File: config.mk
export PLATFORM = sky130hd
export DESIGN_NAME = uart_rx_flat
export DESIGN_NICKNAME = d
export VERILOG_FILES = /design/src/rtl/uart_pkg.sv /design/src/rtl/uart_rx_if.sv /design/src/rtl/uart_sync.sv /design/src/rtl/uart_rx.sv /design/src/flat_wrapper.sv
export SDC_FILE = /design/constraint.sdc
export NUM_CORES = 1
export LEC_CHECK = 0
export ABC_AREA = 0
export ABC_CLOCK_PERIOD_IN_PS = 3900
export BUFFER_PORTS_ARGS = -buffer_cell sky130_fd_sc_hd__buf_2
export CORE_UTILIZATION = 30
export CTS_CLUSTER_DIAMETER = 100
export DETAILED_ROUTE_END_ITERATION = 8
export PLACE_DENSITY_LB_ADDON = 0.08
export SYNTH_ARGS = -nofsm -noshare
export SYNTH_HDL_FRONTEND = slang
export SYNTH_SLANG_ARGS = --single-unit
File: constraint.sdc
create_clock -name i_clk -period 3.9 [get_ports i_clk]
set_input_delay 0.195 -clock i_clk [delete_from_list [all_inputs] [get_ports i_clk]]
set_output_delay 0.195 -clock i_clk [all_outputs]
set_load 0.01 [all_outputs]
File: src/rtl/uart_pkg.sv
// uart_pkg: receiver FSM states and the frame-length helper shared by the UART receiver files.
package uart_pkg;
    typedef enum logic [2:0] {IDLE, START, DATA, STOP, BREAK, PARITY} state_t;
    function automatic int frame_bits(input int data_w, input bit parity);
        return data_w + 2 + int'(parity);
    endfunction
endpackage

File: src/rtl/uart_rx_if.sv
// uart_rx_if: serial line, word handshake and status of the receiver.
// UART_RX_PARITY_EN adds the odd select and the parity_err flag.
interface uart_rx_if #(parameter int DATA_W = 8);
    logic              rxd;
    logic [DATA_W-1:0] data;
    logic              valid;
    logic              ready;
    logic              busy;
    logic              idle;
    logic              frame_err;
    logic              overrun;
    logic              clr_err;
`ifdef UART_RX_PARITY_EN
    logic              odd;
    logic              parity_err;
    modport slave (input rxd, ready, clr_err, odd,
                   output data, valid, busy, idle, frame_err, overrun, parity_err);
    modport master (output rxd, ready, clr_err, odd,
                    input data, valid, busy, idle, frame_err, overrun, parity_err);
`else
    modport slave (input rxd, ready, clr_err,
                   output data, valid, busy, idle, frame_err, overrun);
    modport master (output rxd, ready, clr_err,
                    input data, valid, busy, idle, frame_err, overrun);
`endif
endinterface

File: src/rtl/uart_sync.sv
// uart_sync: SYNC_STAGES-deep rxd synchroniser preset to the idle-high level, with falling-edge detect.
module uart_sync #(parameter int SYNC_STAGES = 2) (
    input  logic i_clk,
    input  logic i_reset,
    input  logic d,
    output logic q,
    output logic fall
);
    logic [SYNC_STAGES-1:0] sr;
    logic                   prev;
    always_ff @(posedge i_clk or negedge i_reset)
        if (!i_reset) begin
            sr   <= '1;
            prev <= 1'b1;
        end else begin
            sr   <= {sr[SYNC_STAGES-2:0], d};
            prev <= sr[SYNC_STAGES-1];
        end
    assign q    = sr[SYNC_STAGES-1];
    assign fall = prev & ~q;
endmodule

File: src/rtl/uart_rx.sv
// uart_rx: oversampling 8N1 serial receiver with valid/ready output register and sticky error flags.
// Optional parity bit between data and stop when UART_RX_PARITY_EN is defined.
module uart_rx
    import uart_pkg::*;
#(
    parameter int CLKS_PER_BIT = 8,
    parameter int DATA_W       = 8,
    parameter int SYNC_STAGES  = 2
) (
    input logic      i_clk,
    input logic      i_reset,
    uart_rx_if.slave bus
);
`ifdef UART_RX_PARITY_EN
    localparam bit PAR = 1'b1;
`else
    localparam bit PAR = 1'b0;
`endif
    localparam int IDLE_MAX = frame_bits(DATA_W, PAR) * CLKS_PER_BIT;
    localparam int DW = $clog2(CLKS_PER_BIT);
    localparam int CW = $clog2(DATA_W);
    localparam int IW = $clog2(IDLE_MAX + 1);
    localparam logic [DW-1:0] HALF = DW'(CLKS_PER_BIT / 2 - 1);
    localparam logic [DW-1:0] FULL = DW'(CLKS_PER_BIT - 1);
    localparam logic [CW-1:0] LAST = CW'(DATA_W - 1);
    localparam logic [IW-1:0] IMAX = IW'(IDLE_MAX);

    state_t            state, state_n;
    logic [DW-1:0]     div, div_n;
    logic [CW-1:0]     cnt, cnt_n;
    logic [IW-1:0]     icnt, icnt_n;
    logic [DATA_W-1:0] sh, sh_n, data_r, data_n;
    logic              valid_r, valid_n, busy_r, busy_n, ferr_r, ferr_n, ovr_r, ovr_n;
    logic              rx_s, fall, expire, done;
`ifdef UART_RX_PARITY_EN
    logic              perr_r, perr_n;
`endif

    uart_sync #(.SYNC_STAGES(SYNC_STAGES)) u_sync (
        .i_clk(i_clk), .i_reset(i_reset), .d(bus.rxd), .q(rx_s), .fall(fall)
    );

    always_comb begin
        expire  = div == '0;
        done    = 1'b0;
        state_n = state;
        div_n   = expire ? div : div - 1'b1;
        cnt_n   = cnt;
        sh_n    = sh;
        data_n  = data_r;
        valid_n = valid_r & ~bus.ready;
        ferr_n  = ferr_r & ~bus.clr_err;
        ovr_n   = ovr_r & ~bus.clr_err;
`ifdef UART_RX_PARITY_EN
        perr_n  = perr_r & ~bus.clr_err;
`endif
        case (state)
            IDLE: if (fall) begin
                state_n = START;
                div_n   = HALF;
                cnt_n   = '0;
            end
            START: if (expire) begin
                state_n = rx_s ? IDLE : DATA;
                div_n   = FULL;
            end
            DATA: if (expire) begin
                sh_n    = {rx_s, sh[DATA_W-1:1]};
                div_n   = FULL;
                cnt_n   = cnt == LAST ? '0 : cnt + 1'b1;
                state_n = cnt == LAST ? (PAR ? PARITY : STOP) : DATA;
            end
`ifdef UART_RX_PARITY_EN
            PARITY: if (expire) begin
                div_n   = FULL;
                state_n = STOP;
                perr_n  = perr_n | ((^sh ^ rx_s) != bus.odd);
            end
`endif
            STOP: if (expire) begin
                state_n = rx_s ? IDLE : BREAK;
                done    = rx_s;
                ferr_n  = ferr_n | ~rx_s;
            end
            BREAK: state_n = rx_s ? IDLE : BREAK;
            default: state_n = IDLE;
        endcase
        // an unaccepted word is kept; a same-cycle accept lets the new one replace it
        if (done) begin
            ovr_n   = ovr_n | (valid_r & ~bus.ready);
            data_n  = valid_r & ~bus.ready ? data_r : sh_n;
            valid_n = 1'b1;
        end
        icnt_n = !rx_s ? '0 : icnt == IMAX ? icnt : icnt + 1'b1;
        busy_n = state_n != IDLE;
    end

    always_ff @(posedge i_clk or negedge i_reset)
        if (!i_reset) begin
            state   <= IDLE;
            div     <= '0;
            cnt     <= '0;
            icnt    <= '0;
            sh      <= '0;
            data_r  <= '0;
            valid_r <= 1'b0;
            busy_r  <= 1'b0;
            ferr_r  <= 1'b0;
            ovr_r   <= 1'b0;
`ifdef UART_RX_PARITY_EN
            perr_r  <= 1'b0;
`endif
        end else begin
            state   <= state_n;
            div     <= div_n;
            cnt     <= cnt_n;
            icnt    <= icnt_n;
            sh      <= sh_n;
            data_r  <= data_n;
            valid_r <= valid_n;
            busy_r  <= busy_n;
            ferr_r  <= ferr_n;
            ovr_r   <= ovr_n;
`ifdef UART_RX_PARITY_EN
            perr_r  <= perr_n;
`endif
        end

    assign bus.data      = data_r;
    assign bus.valid     = valid_r;
    assign bus.busy      = busy_r;
    assign bus.idle      = icnt == IMAX;
    assign bus.frame_err = ferr_r;
    assign bus.overrun   = ovr_r;
`ifdef UART_RX_PARITY_EN
    assign bus.parity_err = perr_r;
`endif
endmodule

File: src/flat_wrapper.sv
// flat-port wrapper written by rule: the top's interface ports become plain ports
module uart_rx_flat import uart_pkg::*;
#(
    parameter int CLKS_PER_BIT = 8,
    parameter int DATA_W       = 8,
    parameter int SYNC_STAGES  = 2
)
  (i_clk, i_reset, bus_rxd, bus_ready, bus_clr_err, bus_data, bus_valid, bus_busy, bus_idle, bus_frame_err, bus_overrun);
  uart_rx_if #(.DATA_W(DATA_W)) bus_i ();
  input logic i_clk;
  input logic i_reset;
  input wire logic [$bits(bus_i.rxd)-1:0] bus_rxd;
  input wire logic [$bits(bus_i.ready)-1:0] bus_ready;
  input wire logic [$bits(bus_i.clr_err)-1:0] bus_clr_err;
  output wire logic [$bits(bus_i.data)-1:0] bus_data;
  output wire logic [$bits(bus_i.valid)-1:0] bus_valid;
  output wire logic [$bits(bus_i.busy)-1:0] bus_busy;
  output wire logic [$bits(bus_i.idle)-1:0] bus_idle;
  output wire logic [$bits(bus_i.frame_err)-1:0] bus_frame_err;
  output wire logic [$bits(bus_i.overrun)-1:0] bus_overrun;
  assign bus_i.rxd = bus_rxd;
  assign bus_i.ready = bus_ready;
  assign bus_i.clr_err = bus_clr_err;
  assign bus_data = bus_i.data;
  assign bus_valid = bus_i.valid;
  assign bus_busy = bus_i.busy;
  assign bus_idle = bus_i.idle;
  assign bus_frame_err = bus_i.frame_err;
  assign bus_overrun = bus_i.overrun;
  uart_rx #(.CLKS_PER_BIT(CLKS_PER_BIT), .DATA_W(DATA_W), .SYNC_STAGES(SYNC_STAGES)) u_core (.i_clk(i_clk), .i_reset(i_reset), .bus(bus_i));
endmodule
* After elaboration in Yosys (flattened, before gate mapping)
Cells that the tools add are included.
** Storage, ports and cells
- Register bits :: 39
- Bits of input ports :: 5
- Output and inout bits :: 13
- Word-level logic and storage cells :: 67
** Operators by class
- Add/sub/neg operators :: 3
- Equality and inequality tests :: 9
- Muxes and demuxes :: 26
- Bitwise operators :: 10
- Reductions and logical operators :: 7
** Operators by type and width (count)
- $mux 3 :: 11
- $mux 8 :: 2
- $pmux 3 s5 :: 1
- $mux 7 :: 2
- $pmux 3 s2 :: 2
- $add 7x1->7 const B :: 1
- $eq 7x7->1 const B :: 1
- $mux 1 :: 7
- $eq 3x2->1 const B :: 2
- $eq 3x3->1 const B :: 2
- $logic_not 3->1 :: 2
- $and 1x1->1 :: 4
- $ne 2x1->1 const B :: 2
- $not 1->1 :: 4
- $add 3x1->3 const B :: 1
- $eq 3x1->1 const B :: 1
- $reduce_and 3->1 :: 1
- $reduce_bool 3->1 :: 1
- $sub 3x1->3 const B :: 1
- $mux 2 :: 1
- $ne 2x2->1 const B :: 1
- $or 1x1->1 :: 2
- $reduce_and 2->1 :: 1
- $reduce_bool 2->1 :: 1
- $reduce_or 2->1 :: 1

* Depth between registers and ports, before layout
Gate-level depths: netlist of the first run.
- Depth after elaboration :: 5
- Depth in mapped cells :: 7
- Gate-level depth less buffers :: 6

* Hierarchy
From an unflattened synthesis of the first run, not the netlist that was laid out.
** Unflattened totals
- Cells, all modules :: 144
- Area total of the unflattened synthesis :: 1820.5 um^2
** Modules (own cells, without submodules)
- uart_rx :: instances 1, cells each 140, area an instance 1727.9 um^2, seq. area each 900.9 um^2
- uart_sync :: instances 1, cells each 4, area an instance 92.6 um^2, seq. area each 78.8 um^2

* Worst setup path after synthesis of the first run
OpenSTA, ideal clock, no wires.
- Path type :: register to register
- Start :: register u_core.div[0]
- End :: register u_core.data_r[0], in the netlist u_core.bus.data[0]
- Setup time :: 125 ps
- Arrival :: 1554 ps
- Required time :: 3775 ps
- Path slack :: 2222 ps
- Cell stages (with the launch flop) :: 8
- Path buffers :: 1
- Period minus slack after synthesis :: 1678 ps
- Cells stage by stage :: dfrtp_1 -> inv_1 -> ha_1 -> and3b_4 -> nand3_1 -> nor2b_1 -> buf_4 -> mux2_2
** On the way
- Word-level cells in the longest chain between the ends :: 4
- Elaborated cells on any way between the ends :: 6
- Classes of those cells :: mux (4); reduce/logical (2)
** RTL lines
- from (decl) :: line uart_rx.sv:29 : logic [DW-1:0] div, div_n;
- from (signal assigned) :: line uart_rx.sv:115 : div <= div_n;
- $logic_not 3->1 (*) :: line uart_rx.sv:44 : expire = div == '0;
- $mux 1 :: line uart_rx.sv:80 : STOP: if (expire) begin
- $mux 1 :: line uart_rx.sv:57 : case (state)
- $reduce_and 2->1 (no source line)
- to (signal assigned) :: line uart_rx.sv:119 : data_r <= data_n;
- to (decl) :: line uart_rx.sv:32 : logic [DATA_W-1:0] sh, sh_n, data_r, data_n;
Every way passes the cells marked *; elsewhere a longest branch is shown, timed or not.
A chain may end at the register's enable or synchronous reset.

* Final worst setup path of the first run
- Start :: register u_core.div[0]
- End :: register u_core.data_r[3], in the netlist u_core.bus.data[3]
The elaborated chain is that of the path after synthesis.

==> metrics.cfg, run 1 <==
[status]
status = completed

[grt]
grt_pass1_wl_um = 5690
grt.total_usage_pct = 12.3
grt_antenna_before_repair = 0
grt_max_degree = 40
grt_pass1_vias = 1210
grt.overflow.total = 0

[cts]
cts_resized = 0
cts_tree = done
htreeDepth = 2
clk_latency_ns = 0.28
clk_path_buf_depth = 2
root_buffer = clkbuf_8
cts.sinks = 39
clk_pin_slew_ns = 0.07
cts_buffers = 5

[power_and_ir_drop]
combPwrFrac_pct = 22.3
switchingPower_uw = 306
power.share.switching_pct = 30.4
ir_worst_vdd_v = 0.000185
internal-power_uw = 701
p_clk_share_pct = 26.8
power_density_nw_per_um2 = 510
p_leak_nw = 1.06
p_seq_share_pct = 50.9

[hold_path]
hold_path.class = input port to asynchronous set/reset pin

[floorplanning]
pin_count = 18
die_x_um = 77.9
die_y_um = 77.9
rows = 27
start_util_pct = 31.2
core_um2 = 5540
die_area_um2 = 6080

[drt]
viasPerCell = 4.72
wl_per_cell_um = 13.4
vias = 1133
first_pass_iters = 4
drc = 0
drt_iter0_drc = 56
wl_um = 3220
ant_nets = 0

[worst_setup_path]
required_ns = 4.07
crit_path_end_kind = flip-flop
worstPathMaxFanout = 8
arrival_ns = 2.41
critical_path_class = flip-flop to flip-flop
worstSetupStartpointType = flip-flop

[placement]
gp_congestion = 0.678
hpwl_um = 2300
numPortBuffers = 17

[synthesis]
synthCells = 147
ys_async_sr_fraction_pct = 100
synthFlopType = dfrtp_1
ys_seq_area_share_pct = 56.6
yosys_warnings = 0
synth-edff-count = 0
syn_area_um2 = 1730
ys_ff_latch = 39
avgSynthCellArea_um2 = 11.8
ys_types = 35
syn_nets = 158

[timing]
hold_viol = 0
tns_ns = 0
tightest_slew_ns = 0.857
fmax_mhz = 447
final_max_slew_viol_count = 0
maxSlewHeadroom_pct = 42.9
clock_skew_ns = 0.00544
timing.final.crit_share_pct = 57.4
setup_viol = 0
rsz0062_at_grt = no
period_needed_ns = 2.24

[layout]
fin_util_pct = 35.7
nFillCells = 577
synthToLayoutAreaGrowth_pct = 14.2
antenna_cells = 0
layout-drive-gt1-share_pct = 22.0
fin_nets = 179

[flow_run]
maxCapViolations = 0

cells by family (layout without fill, tap and decap cells):
| kind of cell | count (synthesis) | count (layout) | share of synthesized area [%] |
|---|---|---|---|
| simple gates | 50 | 50 | 16.3 |
| flops | 39 | 39 | 56.6 |
| compound gates | 22 | 22 | 9.26 |
| buf+inv | 13 | 34 | 3.54 |
| mux | 10 | 10 | 6.36 |
| xor+xnor | 7 | 7 | 3.54 |
| fa+ha+maj | 6 | 6 | 4.34 |
synthesized netlist by cell type (4+ instances only):
| master | n | area, um2 |
|---|---|---|
| inv_1 | 9 | 33.8 |
| xnor2_1 | 6 | 52.6 |
| mux2_2 | 8 | 90.1 |
| nor2b_1 | 4 | 25.0 |
| dfrtp_1 | 36 | 901 |
| nand2_1 | 6 | 22.5 |
| ha_1 | 6 | 75.1 |
| and2_1 | 14 | 87.6 |
| nor2_1 | 6 | 22.5 |
| a21o_1 | 9 | 67.6 |
| nand3_1 | 7 | 35.0 |
layer usage:
layer | up-vias | GRT usage [%] | part of all wire (%)
li1 | 540 | - | -
met1 | 571 | 14.2 | 45
met2 | 17 | 21.0 | 49
met3 | 5 | 3.88 | 4.7
met4 | 0 | 5.00 | 1.7
met5 | - | 0 | 0
placed cells by master (no fill, tap or decap), types with 4 or more instances in the layout:
| master | n |
|---|---|
| a21o_1 | 9 |
| and2_1 | 14 |
| buf_2 | 17 |
| clkbuf_8 | 6 |
| dfrtp_1 | 36 |
| ha_1 | 6 |
| inv_1 | 9 |
| mux2_2 | 8 |
| nand2_1 | 6 |
| nand3_1 | 7 |
| nor2_1 | 6 |
| nor2b_1 | 4 |
| xnor2_1 | 6 |
path summary, 6_finish.rpt:
kind | cells after the start | to | from | slack (ns)
worst max-delay path | 6 | u_core.bus.data[3]$_DFFE_PN0P_ | u_core.div[0]$_DFF_PN0_ | 1.66
worst min-delay path | 1 | u_core.icnt[2]$_DFFE_PN0P_ | i_reset | 0.02
worst max register to register | 6 | u_core.bus.data[3]$_DFFE_PN0P_ | u_core.div[0]$_DFF_PN0_ | 1.66
worst min register to register | 0 | u_core.u_sync.sr[1]$_DFF_PN1_ | u_core.u_sync.sr[0]$_DFF_PN1_ | 0.36
max in group asynchronous | 1 | u_core.sh[0]$_DFF_PN0_ | i_reset | 3.34
min in group i_clk | 2 | u_core.bus.overrun$_DFF_PN0_ | bus_clr_err | 0.12
metrics by stage:
step | power (mW) | hold slack (ns) | cell area, um2 | cells | setup WS [ns]
3_5_place_dp | 0.747 | 0.303 | 1880 | 232 | 1.65
4_1_cts | 1.03 | 0.0548 | 1980 | 240 | 1.63
2_1_floorplan | 0.687 | -0.101 | 1730 | 147 | 2.22
3_3_place_gp | 0.735 | 0.303 | 1880 | 232 | 1.70
5_1_grt | 1.08 | 0.0883 | 1980 | 240 | 1.46
6_report | 1.01 | 0.0173 | 1980 | 240 | 1.66
power by group through the flow:
stage                     registers, mW  logic, mW  clock network, mW
final                             0.512      0.225              0.270
after global routing              0.520      0.254              0.304
after CTS                         0.512      0.229              0.287
after detailed placement          0.520      0.227                  0
after global placement            0.517      0.217                  0
after floorplan                   0.502      0.185                  0
registers in the layout (all words and copies together), names as in the netlist, 2 cells and up:
register and cells:
u_core.bus.data 8, u_core.cnt 3, u_core.div 3, u_core.icnt 7, u_core.sh 8, u_core.state 3, u_core.u_sync.sr 2
critical path: stages, from the launching register on:
cell and delay (ns):
dfrtp_1 0.41, inv_1 0.09, ha_1 0.24, and3b_4 0.24, nand3_1 0.12, nor2b_1 0.61, mux2_2 0.41
final cells by class:
cell class	instances	area [um2]	area share (%)
Clock buffer	6	82.6	4.18
Clock inverter	1	5.00	0.253
Inverter	9	33.8	1.71
Multi-Input combinational cell	95	689	34.9
Sequential cell	39	980	49.6
Tap cell	72	90.1	4.56
Timing Repair Buffer	18	95.1	4.81
timing repair:
| action | 4_1_cts | 5_1_grt |
|---|---|---|
| endpoints found under the setup margin | 0 | 0 |
| hold buffers | 1 | 0 |
| setup buffers | 0 | 0 |
| hold endpoints to repair | 1 | 0 |
No activity file was read; power rests on OpenSTA's default activity.
==> inputs of run 2 (changes only) <==
--- a/config.mk
+++ b/config.mk
@@ -6,7 +6,7 @@
 export NUM_CORES = 1
 export LEC_CHECK = 0
 export ABC_AREA = 0
-export ABC_CLOCK_PERIOD_IN_PS = 3900
+export ABC_CLOCK_PERIOD_IN_PS = 2250
 export BUFFER_PORTS_ARGS = -buffer_cell sky130_fd_sc_hd__buf_2
 export CORE_UTILIZATION = 30
 export CTS_CLUSTER_DIAMETER = 100
==> constraint.sdc (replaced) <==
create_clock -name i_clk -period 2.25 [get_ports i_clk]
set_input_delay 0.1125 -clock i_clk [delete_from_list [all_inputs] [get_ports i_clk]]
set_output_delay 0.1125 -clock i_clk [all_outputs]
set_load 0.01 [all_outputs]
==> run 2 against run 1 <==
Against the previous run:
- combinational power up 75%
- cell count up 1.3%
- total power up 87%
- largest cell class unchanged
- largest power group unchanged
- highest routed layer unchanged
==> metrics.cfg, run 2 (same netlist as run 1, synthesis figures left out) <==
[status]
status = completed

[layout]
antenna_cells = 0
multi_input_area_um2 = 689
layout_commonest_cell = dfrtp_1
fin_area_um2 = 2020
synthToLayoutAreaGrowth_pct = 16.9
final_cell_mix = dfrtp_1, buf_2, and2_1
nFillCells = 589
layout-drive-gt1-share_pct = 22.8
regArea_um2 = 980
fin_nets = 181

[grt]
grt_max_degree = 40
grt.overflow.total = 0
grt_pass1_vias = 1160
grt_pass1_wl_um = 5580
grt_antenna_before_repair = 0
grt.total_usage_pct = 12.2

[cts]
cts_tree = done
clk_path_buf_depth = 2
cts_buffers = 5
cts_resized = 0
clk_pin_slew_ns = 0.08
cts.sinks = 39
clk_latency_ns = 0.29
htreeDepth = 2
root_buffer = clkbuf_8

[floorplanning]
core_um2 = 5540
die_area_um2 = 6080
start_util_pct = 31.2
die_x_um = 77.9
die_y_um = 77.9
rows = 27
pin_count = 18

[drt]
vias = 1129
drc = 0
wl_um = 3320
wl_per_cell_um = 13.7
first_pass_iters = 4
ant_nets = 0
viasPerCell = 4.65
drt_iter0_drc = 54

[timing]
hold_viol = 0
rsz0062_at_grt = no
tightest_slew_ns = 0.862
hold_ws_ns = 0.0241
clock_skew_ns = 0.00773
setup_viol = 0
fin_ws_ns = 0.389
fmax_mhz = 537
tns_ns = 0
final_max_slew_viol_count = 0
maxSlewHeadroom_pct = 42.5
timing.final.crit_share_pct = 82.7
period_needed_ns = 1.86

[placement]
gp_congestion = 0.668
hpwl_um = 2330
numPortBuffers = 17
dpl_cell_area_um2 = 1890
place_ws_ns = 0.389

[worst_setup_path]
worst_path_max_delay_cell = a221o_1
required_ns = 2.42
critical_path_class = flip-flop to flip-flop
crit_path_end_kind = flip-flop
arrival_ns = 2.03
worstPathCellList = inv_1, ha_1, and3b_4, and2_4, a221o_1, a211o_1
worstPathMaxFanout = 12
slowest_delay_ns = 0.39
worstSetupStartpointType = flip-flop

[flow_run]
maxCapViolations = 0

[power_and_ir_drop]
power_density_nw_per_um2 = 932
p_leak_nw = 1.08
p_total_mw = 1.88
ir_worst_vdd_v = 0.000387

[hold_path]
hold_path.class = input port to flip-flop

==> run 2: report_power, final <==
| group | internal, mW | switching, mW | leakage, nW |
|---|---|---|---|
| Sequential | 0.797 | 0.0878 | 0.516 |
| Combinational | 0.178 | 0.216 | 0.503 |
| Clock | 0.359 | 0.247 | 0.0612 |
==> run 2: path summary, 6_finish.rpt <==
kind                                                  endpoint  slack, ns                           from  cells past startpoint
worst max-delay path                 u_core.bus.busy$_DFF_PN0_       0.39        u_core.div[0]$_DFF_PN0_                      6
worst min-delay path              u_core.bus.overrun$_DFF_PN0_       0.02                    bus_clr_err                      2
worst max register to register       u_core.bus.busy$_DFF_PN0_       0.39        u_core.div[0]$_DFF_PN0_                      6
worst min register to register   u_core.u_sync.sr[1]$_DFF_PN1_       0.36  u_core.u_sync.sr[0]$_DFF_PN1_                      0
max in group asynchronous       u_core.bus.data[1]$_DFFE_PN0P_       1.23                        i_reset                      2
min in group asynchronous           u_core.icnt[2]$_DFFE_PN0P_       0.47                        i_reset                      2
==> run 2: area by class of cell <==
class                           count  area share, %
Clock buffer                        6           4.08
Clock inverter                      2           1.73
Inverter                            9           1.67
Multi-Input combinational cell     95           34.1
Sequential cell                    39           48.4
Tap cell                           72           4.45
Timing Repair Buffer               20           5.57
==> run 2: what timing repair did <==
item	CTS	global route
buffers inserted	0	0
endpoints found under the hold margin	37	0
hold buffers	2	0
==> run 2: metrics by stage <==
step           util, %  cells
2_1_floorplan        -    147
3_3_place_gp      34.0    233
3_5_place_dp      34.0    233
4_1_cts           36.5    243
5_1_grt           36.5    243
6_report          36.5    243
==> run 2: per-layer routing <==
| layer | GRT usage [%] | routed length [um] | vias to the layer above |
|---|---|---|---|
| met1 | 14.8 | 1530 | 561 |
| li1 | - | - | 545 |
| met2 | 20.1 | 1650 | 19 |
| met5 | 0 | 0 | - |
| met4 | 4.44 | 24 | 0 |
| met3 | 3.88 | 122 | 4 |
==> run 2: critical path: cells and delay by family (launching register included) <==
family	cells	cell delay [ns]
AO/OA/AOI/OAI	2	0.63
adder cells (fa/ha/maj)	1	0.25
AND/OR/NAND/NOR	2	0.42
flip-flops	1	0.37
buffers and inverters	1	0.07
==> inputs of run 3 (changes only) <==
--- a/config.mk
+++ b/config.mk
@@ -5,8 +5,8 @@
 export SDC_FILE = /design/constraint.sdc
 export NUM_CORES = 1
 export LEC_CHECK = 0
-export ABC_AREA = 0
-export ABC_CLOCK_PERIOD_IN_PS = 2250
+export ABC_AREA = 1
+export ABC_CLOCK_PERIOD_IN_PS = 1770
 export BUFFER_PORTS_ARGS = -buffer_cell sky130_fd_sc_hd__buf_2
 export CORE_UTILIZATION = 30
 export CTS_CLUSTER_DIAMETER = 100
==> constraint.sdc (replaced) <==
create_clock -name i_clk -period 1.77 [get_ports i_clk]
set_input_delay 0.0885 -clock i_clk [delete_from_list [all_inputs] [get_ports i_clk]]
set_output_delay 0.0885 -clock i_clk [all_outputs]
set_load 0.01 [all_outputs]
==> run 3 against run 2 <==
Against the previous run:
- global-route usage rose by 0.42 points
- maximum frequency rose by 21%
- setup slack got worse by 0.15 ns
- combinational power rose by 47%
- core utilization rose by 0.97 points
- routed wire length rose by 2.8%
- via count rose by 17%
- register-to-register slack got worse by 0.15 ns
- clock power rose by 6.6%
- design area rose by 3.9%
- cell count rose by 27%
- clock-buffer cell count rose by 1
- critical endpoint is now u_core.bus.data[0]$_DFFE_PN0P_
- largest cell class unchanged
- largest power group unchanged
- highest routed layer unchanged
==> metrics.cfg, run 3 <==
[status]
status = completed

[worst_setup_path]
required_ns = 1.96
worstPathMaxFanout = 11
crit_family = simple AND/OR/NAND/NOR gates
worstPathCellList = inv_1, ha_1, inv_1, nor2_4, nand3_1, buf_4, nand2_1, nand2_1, nand2_1, nand2_1
worstSetupStartpointType = flip-flop
slowest_delay_ns = 0.38
crit_path_end_kind = flip-flop
worst-path-buf-inv = 3
reg2reg_slack_ns = 0.24
arrival_ns = 1.72
critical_path_class = flip-flop to flip-flop
worst_path_max_delay_cell = dfrtp_1
path_common_cell = nand2_1

[power_and_ir_drop]
ir_worst_vdd_v = 0.000425
p_total_mw = 2.33
p_leak_nw = 1.16
power_density_nw_per_um2 = 1110

[synthesis]
yosys.area.top_type = dfrtp_1
synthMostInstantiatedCell = nand2_1
synth_top_family_by_area = simple AND/OR/NAND/NOR gates
synthTopCellsByArea = dfrtp_1, nand2_1, nand3_1, dfstp_2, inv_1
synthSimpleGateAreaFrac_pct = 30.2
ys_top_cells_by_count = nand2_1, dfrtp_1, inv_1, nand3_1, nor2_1
synth_xor_area_share_pct = 0.982
synthFlopType = dfrtp_1
synthAdderAreaFrac_pct = 4.21
yosys_warnings = 0
synthCells = 205
netlist.area_leader.share_pct = 50.5
ys_ff_latch = 39
synth-edff-count = 0
ys_seq_area_share_pct = 54.9
syn_nets = 216
synth_compound_area_share_pct = 3.51
syn_area_um2 = 1780
ys_async_sr_fraction_pct = 100
avgSynthCellArea_um2 = 8.70
ys_types = 22
synthMuxAreaShare_pct = 0

[grt]
grt_pass1_wl_um = 5930
grt_max_degree = 19
gr-max-usage-layer = met2
grt.total_usage_pct = 12.6
grt.overflow.total = 0
use_met1_pct = 17.4
grt_antenna_before_repair = 0
met3_usage_pct = 3.45
use_met2_pct = 18.5
grt_pass1_vias = 1241

[layout]
final_cells = 308
layout-drive-gt1-share_pct = 19.1
layout_commonest_cell = nand2_1
final_cell_mix = nand2_1, dfrtp_1, inv_1
fin_nets = 246
nFillCells = 606
antenna_cells = 0
synthToLayoutAreaGrowth_pct = 17.9

[floorplanning]
pin_count = 18
die_area_um2 = 6260
die_y_um = 79.1
die_x_um = 79.1
rows = 27
start_util_pct = 31.8
core_um2 = 5610

[placement]
place_ws_ns = 0.250
numPortBuffers = 17
gp_congestion = 0.712
hpwl_um = 2500
dp_cells = 298

[timing]
maxSlewHeadroom_pct = 71.5
setup_viol = 0
timing.final.crit_share_pct = 86.7
period_needed_ns = 1.53
fmax_mhz = 652
tightest_slew_ns = 0.428
final_max_slew_viol_count = 0
rsz0062_at_grt = no
hold_viol = 0
fin_ws_ns = 0.235
tns_ns = 0
clock_skew_ns = 0.00870

[drt]
drc = 0
viasPerCell = 4.29
wl_per_cell_um = 11.1
first_pass_iters = 4
ant_nets = 0
drt_iter0_drc = 89
vias = 1320
wl_um = 3420

[hold_path]
hold_path.class = input port to flip-flop

[cts]
post-cts-setup-buffers = 0
htreeDepth = 2
clk_path_buf_depth = 2
clk_latency_ns = 0.29
cts_tree = done
cts_buffers = 5
root_buffer = clkbuf_8
clk_pin_slew_ns = 0.08
cts.sinks = 39

[flow_run]
maxCapViolations = 0

[run 3: metrics by stage]
step / util [%] / area [um2] / hold WS [ns]
final: 37.5 / 2100 / 0.0631
after global routing: 37.5 / 2100 / 0.0879
after CTS: 37.5 / 2100 / 0.0650
after detailed placement: 35.4 / 1990 / 0.0567
after global placement: 35.4 / 1990 / 0.0613
after floorplan: - / 1780 / -0.207
[run 3: cell families after synthesis]
group / Yosys count
and+or+nand+nor: 120
DFF: 39
buffers and inverters: 26
AOI/OAI and AO/OA: 12
adders and majority gates: 6
xor gates and xnor gates: 2
[run 3: final cells by class]
| type | count | area (um2) | share of cell area (%) |
|---|---|---|---|
| Sequential cell | 39 | 980 | 46.6 |
| Multi-Input combinational cell | 140 | 694 | 33.0 |
| Timing Repair Buffer | 25 | 150 | 7.14 |
| Inverter | 24 | 92.6 | 4.40 |
| Tap cell | 72 | 90.1 | 4.29 |
| Clock buffer | 7 | 86.3 | 4.11 |
| Clock inverter | 1 | 8.76 | 0.417 |
[run 3: path summary, 6_finish.rpt]
kind,startpoint,to,cells after the start
hold reg to reg,u_core.u_sync.sr[0]$_DFF_PN1_,u_core.u_sync.sr[1]$_DFF_PN1_,0
max in group asynchronous,i_reset,u_core.u_sync.sr[0]$_DFF_PN1_,3
setup reg to reg,u_core.div[0]$_DFF_PN0_,u_core.bus.data[0]$_DFFE_PN0P_,10
setup / recovery,u_core.div[0]$_DFF_PN0_,u_core.bus.data[0]$_DFFE_PN0P_,10
min in group asynchronous,i_reset,u_core.bus.data[3]$_DFFE_PN0P_,2
hold / removal,bus_clr_err,u_core.bus.overrun$_DFF_PN0_,4
[run 3: worst register-to-register path, cell delays in order (launching register included)]
cell and delay (ns):
dfrtp_1 0.38, inv_1 0.11, ha_1 0.22, inv_1 0.09, nor2_4 0.12, nand3_1 0.08, buf_4 0.18, nand2_1 0.06
nand2_1 0.06, nand2_1 0.07, nand2_1 0.05
[run 3: repair_timing]
item	CTS	global route
hold buffers	2	0
resized for setup	0	0
hold endpoints to repair	16	0
[run 3: routing by layer]
layer	wire length, um	up-vias
li1	-	695
met1	1770	602
met4	42	0
met3	118	5
met2	1490	18
met5	0	-
[run 3: power breakdown]
group / leakage [nW] / total [mW] / switching [mW] / internal, mW
Combinational: 0.595 / 0.578 / 0.356 / 0.222
Sequential: 0.518 / 1.11 / 0.0905 / 1.02
Clock: 0.0489 / 0.646 / 0.323 / 0.322
Total: 1.16 / 2.33 / 0.770 / 1.56
